==> src/rtl/lif_neuron_delayed.sv <==
// Leaky integrate-and-fire neuron with per-synapse programmable spike delays.
// Define LIF_NEURON_DEBUG_EN to expose the registered membrane and current.
module lif_neuron_delayed #(
  parameter int M          = 8,
  parameter int NBITS      = 4,
  parameter int DBITS      = 2,
  parameter int RESET_MODE = 0
) (
  input  logic                 clk,
  input  logic                 reset,
  input  logic                 enable,
  input  logic [M-1:0]         input_spikes,
  input  logic [M*NBITS-1:0]   weights,
  input  logic [M*DBITS-1:0]   delays,
  input  logic [NBITS-1:0]     threshold,
  input  logic [NBITS-1:0]     decay,
  input  logic [NBITS-1:0]     refractory_period,
`ifdef LIF_NEURON_DEBUG_EN
  output logic [NBITS-1:0]     membrane_potential_out,
  output logic [NBITS-1:0]     input_current_out,
`endif
  output logic                 spike_out
);

  localparam int DEPTH = (1 << DBITS) - 1;
  localparam int AW    = NBITS + $clog2(M + 1);
  localparam logic [NBITS-1:0] MAXV = '1;

  function automatic logic [NBITS-1:0] sat_sum(input logic [AW-1:0] a);
    if (a > AW'(MAXV)) return MAXV;
    return a[NBITS-1:0];
  endfunction

  function automatic logic [NBITS-1:0] sat_add(input logic [NBITS-1:0] a,
                                               input logic [NBITS-1:0] b);
    logic [NBITS:0] s;
    s = {1'b0, a} + {1'b0, b};
    return s[NBITS] ? MAXV : s[NBITS-1:0];
  endfunction

  logic             hist_p0 [M][DEPTH];
  logic [M-1:0]     dspk_p0;
  logic [AW-1:0]    acc_p0;
  logic [NBITS-1:0] cur_p1;
  logic [NBITS-1:0] mem_p2;
  logic [NBITS-1:0] refr_p2;
  logic             spike_p2;

  logic [NBITS-1:0] sum_p2;
  logic [NBITS-1:0] mem_nxt;
  logic [NBITS-1:0] refr_nxt;
  logic             spike_nxt;

  // Stage 0: delay-tap selection and weighted sum of delayed spikes
  always_comb begin
    logic [DBITS-1:0] dly;
    logic [DBITS-1:0] idx;
    dspk_p0 = '0;
    acc_p0  = '0;
    for (int i = 0; i < M; i++) begin
      dly = delays[i*DBITS +: DBITS];
      idx = dly - DBITS'(1);
      dspk_p0[i] = (dly == '0) ? input_spikes[i] : hist_p0[i][idx];
      if (dspk_p0[i]) acc_p0 = acc_p0 + AW'(weights[i*NBITS +: NBITS]);
    end
  end

  // Stage 2: membrane integrate / fire / leak using last step's current
  always_comb begin
    sum_p2    = sat_add(mem_p2, cur_p1);
    mem_nxt   = '0;
    refr_nxt  = '0;
    spike_nxt = 1'b0;
    if (refr_p2 != '0) begin
      refr_nxt = refr_p2 - NBITS'(1);
    end else if (sum_p2 >= threshold) begin
      spike_nxt = 1'b1;
      refr_nxt  = refractory_period;
      mem_nxt   = (RESET_MODE == 1) ? sum_p2 - threshold : '0;
    end else begin
      mem_nxt   = (sum_p2 > decay) ? sum_p2 - decay : '0;
    end
  end

  always_ff @(posedge clk) begin
    if (reset) begin
      for (int i = 0; i < M; i++)
        for (int k = 0; k < DEPTH; k++)
          hist_p0[i][k] <= 1'b0;
      cur_p1   <= '0;
      mem_p2   <= '0;
      refr_p2  <= '0;
      spike_p2 <= 1'b0;
    end else if (enable) begin
      for (int i = 0; i < M; i++) begin
        for (int k = DEPTH - 1; k >= 1; k--)
          hist_p0[i][k] <= hist_p0[i][k-1];
        hist_p0[i][0] <= input_spikes[i];
      end
      cur_p1   <= sat_sum(acc_p0);
      mem_p2   <= mem_nxt;
      refr_p2  <= refr_nxt;
      spike_p2 <= spike_nxt;
    end
  end

  assign spike_out = spike_p2;

`ifdef LIF_NEURON_DEBUG_EN
  assign membrane_potential_out = mem_p2;
  assign input_current_out      = cur_p1;
`endif

endmodule

==> config.mk <==
export PLATFORM = sky130hd
export DESIGN_NAME = lif_neuron_delayed
export DESIGN_NICKNAME = d
export VERILOG_FILES = /design/src/rtl/lif_neuron_delayed.sv
export SDC_FILE = /design/constraint.sdc
export NUM_CORES = 1
export LEC_CHECK = 0
export ABC_CLOCK_PERIOD_IN_PS = 9300
export BUFFER_PORTS_ARGS = -buffer_cell sky130_fd_sc_hd__buf_2
export CAP_MARGIN = 20
export CORE_AREA = 2 2 111 113
export CTS_BUF_LIST = sky130_fd_sc_hd__clkbuf_8
export CTS_CLUSTER_SIZE = 8
export DETAILED_ROUTE_END_ITERATION = 7
export DIE_AREA = 0 0 113 115
export GPL_TIMING_DRIVEN = 0
export MAX_ROUTING_LAYER = met4
export PLACE_DENSITY = 0.55
export SETUP_SLACK_MARGIN = 0.02
export SLEW_MARGIN = 20
export SYNTH_ARGS = -nofsm -noshare
export SYNTH_HDL_FRONTEND = slang
export SYNTH_SLANG_ARGS = --single-unit
==> constraint.sdc <==
create_clock -name clk -period 9.3 [get_ports clk]
set_clock_uncertainty 0.05 [all_clocks]
set_input_delay 1.86 -clock clk [delete_from_list [all_inputs] [get_ports clk]]
set_output_delay 1.86 -clock clk [all_outputs]
set_load 0.01 [all_outputs]
Word-level counts from Yosys, hierarchy flattened. Memories as Yosys holds them, arrays and structs flattened. Index checks and enable logic that the tools add are counted.

Flip-flop bits (word level): 13. Memories: 1. Memory bits (writable): 24. Input bits: 71. Logic and storage cells: 157.

Memories: hist_p0 (depth 8, width 3, rd ports 8, clocked after Yosys merged registers in 0, wr ports 8, RTL line 41) `logic hist_p0 [M][DEPTH];`.

Muxes and demuxes: 82. $lt $le $gt $ge: 11. $add $sub $neg: 18. Reductions and logical operators: 9. Bitwise logic cells: 32.

Operators by type and width (number): 1-bit 2-to-1 mux (58); 8-bit by 4-bit adder with 8-bit output (7); 8-bit 2-to-1 mux (7); 4-bit 2-to-1 mux (9); 3-bit >= comparator (second input constant) (8); 2-bit NOT with 3-bit output (8); 1-bit bitwise OR (24); 1-bit binary-select mux with 2-bit select (8); 2-bit logical NOT (8); 2-bit by 1-bit subtractor with 2-bit output (second input constant) (8); 8-bit by 4-bit > comparator with 1-bit output (second input constant) (1); 4-bit by 4-bit adder with 5-bit output (1); 4-bit >= comparator (1); 4-bit > comparator (1); 4-bit nonzero test (1); 4-bit by 1-bit subtractor with 4-bit output (second input constant) (1); 4-bit subtractor (1).

Longest topological paths before layout.
Depth in word-level cells: 26. Gate-level depth with buffers: 40. Mapped depth without buffers: 40.

Least setup slack after synthesis. OpenSTA, ideal clock, no wires.

Path type: input to register. Start point: in delays[0]. End point: reg cur_p1[3]. Cell stages on the path: 39. Arrival: 9.161 ns. Path slack: -0.014 ns. Buffers on the path: 0. Path through: inv_1 > ha_1 > mux2_2 > a221oi_1 > nor3_1 > ha_1 > fa_1 > xor2_1 > mux2_2 > ha_1 > xnor2_1 > and2_1 > or2_2 > ha_1 > inv_1 > o21bai_1 > xor2_1 > nor2_1 > [3 not listed] > o21ai_0 > a21oi_1 > mux2_2 > ha_1 > xnor2_1 > mux2i_1 > inv_1 > ha_1 > xnor2_1 > nor2_1 > a21oi_1 > ha_1 > xor2_1 > o21ai_0 > a21oi_1 > o21ai_0 > and4b_1 > a2111oi_2.

Word-level cells in the longest chain between the ends: 26.

RTL lines: start, declared (RTL line 14) `input logic [M*DBITS-1:0] delays,`; 2-bit by 1-bit subtractor with 2-bit output (RTL line 62) `idx = dly - DBITS'(1);`; 2-bit NOT with 3-bit output (not written as such) (RTL line 63) `dspk_p0[i] = (dly == '0) ? input_spikes[i] : hist_p0[i][idx];`; 1-bit binary-select mux with 2-bit select (RTL line 63); 1-bit 2-to-1 mux (not written as such) (2 in a row) (RTL line 63); 1-bit 2-to-1 mux (*) (RTL line 63); 4-bit 2-to-1 mux (*) (RTL line 64) `if (dspk_p0[i]) acc_p0 = acc_p0 + AW'(weights[i*NBITS +: NBITS]);`; 8-bit by 4-bit adder with 8-bit output (RTL line 64); 8-bit 2-to-1 mux (*) (RTL line 64); [9 not listed]; 8-bit 2-to-1 mux (*) (RTL line 64); 8-bit by 4-bit adder with 8-bit output (RTL line 64); 8-bit 2-to-1 mux (*) (RTL line 64); 8-bit by 4-bit > comparator with 1-bit output (RTL line 30) `if (a > AW'(MAXV)) return MAXV;`; 1-bit 2-to-1 mux (RTL line 30); 1-bit 2-to-1 mux (RTL line 94) `end else if (enable) begin`; 1-bit 2-to-1 mux (RTL line 86) `if (reset) begin`; 4-bit 2-to-1 mux (*) (RTL line 31) `return a[NBITS-1:0];`; end signal, assigned (RTL line 100) `cur_p1 <= sat_sum(acc_p0);`; end, declared (RTL line 44) `logic [NBITS-1:0] cur_p1;`.

Every way passes the cells marked *; elsewhere a longest branch is shown, timed or not. The select of a mux whose other input is x is not followed. A chain may end at the register's enable or synchronous reset.

Worst setup path after layout. Same ends and word-level chain as after synthesis.

==> metrics.txt <==
Synth Register Bits=37; Final Cycle Share=0.962; failing checks=DRC; Buf/Inv on CP=4; status=finished, violations left; EDFF count, synth=23; Yosys top cell by area=edfxtp_1; number of nets in the layout=about 700; P_int=slightly above 600 uW; switching share of power=0.390; arrival time at the worst endpoint=around 9.1 ns; RSZ-0062 raised after global routing=no; count leader, synth=inv_1; CTS Buffer Depth=2; vias per cell=5.04; Synth area leaders=edfxtp_1 17%, ha_1 16%, dfxtp_1 6.9%, inv_1 6.1%, fa_1 4.4%; port buffer count=70; Crit. path cell count=37; delay-heaviest family, CP=adder cells; Synth Flop Type=edfxtp_1; Pins Over Slew Limit=0; simple-gate portion of the synthesized area=0.204; compound-gate portion of the synthesized area=0.184; vias in the first global route=3607; Antenna diodes=0; first-pass GRT wire length=16100 um; # DRC=7; Layout area overhead=30.0%; Worst path slowest cell=or3b_1; gpl congestion=0.776; setup_tns=0 ns; # clock sinks=37; Reg clk slew, reported paths=~0.09 ns; largest net degree at the start of global routing=26; Max Cap Viol=0; Worst path most repeated cell=ha_4; total track usage=0.155; routed vias=roughly 3600; Fin. Hold Viols=0; post-route antenna net violation count=0; ratio of cells with drive above 1 in the final layout=0.299; Die X=between 100 and 150 um; yosys warns=0; CP Capture Type=register; DRT Pass-1 Iters=6; Rows=40; worst slack, placed=-0.932 ns; initial antenna violation count=0; PD cells=188 nW/um2; Synth Area in Adders=0.201; First DRT Iteration DRCs=122; Sw Pwr=388 uW; top cell types by occurrence after synthesis=66 x inv_1, 51 x ha_1, 34 x a21oi_1; xor/xnor cell area share of the yosys netlist=0.0421; H-tree Lvls=2; min Tclk post-route=8.94 ns; mux cell area share after synthesis=0.0621; Starting Density=0.345; CP Class=input port to register; post-synthesis net count=606; die area=roughly 13000 um2; slew margin rel.=0.369; sequential share of the synthesized area=0.238; worst path required time=9.45 ns; clock share of power=0.173; Seq pwr share=0.212; f_max=between 100 and 150 MHz; leakage=2.45 nW; final worst-path setup slack=about 0.36 ns; actual slew at the worst max-slew pin=about 0.94 ns; final WL=9880 um; Synth top area share=0.170; Peak supply drop=0.0939 mV; Post-synth ARST share=0; Hold Path Stages=2; CP max FO=8; reg2reg path depth=34; grt ovf=0; mapped cell area=4070 um2; crit start category=input port; main combinational cell family by area after synthesis=simple AND/OR/NAND/NOR gates; core area=11800 um2; I/O pin total=72; Setup violations, final=0; Worst-Skew Late Latency=0.29 ns; Clock Tree Root=clkbuf_8; die height=115 um; CTS tree=done; CTS Buf Count=5; Mapped Cells=475; routed len/inst=13.7 um; Comb pwr share=0.615; syn_area_per_cell=8.57 um2; hpwl dp=about 7700 um; number of distinct library cells after synthesis=between 50 and 60; worst hold path type=register to register; Critical Path Max Stage Delay=0.39 ns
## cells in the final DEF (no fill, tap or decap), drive strengths merged, types with 13 or more instances in the layout
master	netlist	layout
a21o	13	13
a21oi	34	34
and2	25	25
buf	0	93
clkbuf	8	13
dfxtp	14	14
edfxtp	23	23
ha	51	51
inv	66	67
mux2i	14	14
nand2	30	30
nor2	23	23
nor2b	18	18
o21ai	26	26
## sequential cells by signal (all words and copies together), names as in the netlist
signal / count
refr_p2: 4
cur_p1: 4
hist_p0: 24
mem_p2: 4
spike_out: 1
## path summary, 6_finish.rpt
kind / from / to / slack [ns]
setup / recovery: delays[0] / cur_p1[3] / 0.36
hold / removal: mem_p2[0] / mem_p2[0] / 0.43
setup reg to reg: hist_p0[0][2] / cur_p1[3] / 1.93
hold reg to reg: mem_p2[0] / mem_p2[0] / 0.43
## timing repair
action | in CTS | in global routing
hold buffers | 0 | 0
endpoints found under the setup margin | 4 | 4
pin swaps | 8 | 33
setup buffers | 11 | 12
resized for setup | 25 | 49
## worst reg2reg max path: cells and delay by family, from the launching register on
family,cells,cell delay [ns]
multiplexers,4,1.05
XOR/XNOR,4,0.56
AO/OA/AOI/OAI,9,1.85
adder cells (fa/ha/maj),7,1.85
AND/OR/NAND/NOR,8,1.35
flip-flops,1,0.40
buffers and inverters,2,0.15
## per-layer routing
metal  vias to the layer above  routed length [um]  track usage
met1                      1692                4560        0.194
met3                        12                 386       0.0179
met4                         0                  97       0.0276
met2                        64                4830        0.273
li1                       1877                   -            -
met5                         -                   0            -
## cell families (layout without fill, tap and decap cells)
| kind of cell | after synthesis | in the layout |
|---|---|---|
| muxes | 24 | 24 |
| buffers and inverters | 74 | 175 |
| xor gates and xnor gates | 17 | 17 |
| AOI/OAI and AO/OA | 113 | 113 |
| adders and majority gates | 60 | 60 |
| and+or+nand+nor | 150 | 150 |
| DFF | 37 | 37 |
## power groups by stage
stage	Combinational, mW	Sequential (mW)	Clock, mW
after global placement	0.454	0.214	0
final	0.612	0.211	0.173
after CTS	0.525	0.211	0.176
after floorplan	0.365	0.209	0
after global routing	0.686	0.214	0.182
after detailed placement	0.469	0.215	0
## area by class of cell
class                      count  area (um2)
sequential                    37         971
inverter                      66         248
timing repair buffer          93         529
buffer                         8        31.3
fill                        1196        6520
clock inverter                 3        68.8
multi-input combinational    364        3190
clock buffer                   5        68.8
tap                          147         184
## through the flow
stage | instances | hold slack [ns] | util | area, um2 | power (mW)
floorplan | 475 | 0.379 | - | 4080 | 0.575
global placement | 692 | 0.406 | 0.390 | 4610 | 0.668
detailed placement | 692 | 0.416 | 0.390 | 4610 | 0.684
CTS | 711 | 0.436 | 0.420 | 4960 | 0.912
global route | 723 | 0.459 | 0.448 | 5290 | 1.08
finish | 723 | 0.429 | 0.448 | 5290 | 0.996
Power figures use the tool's default switching activity.
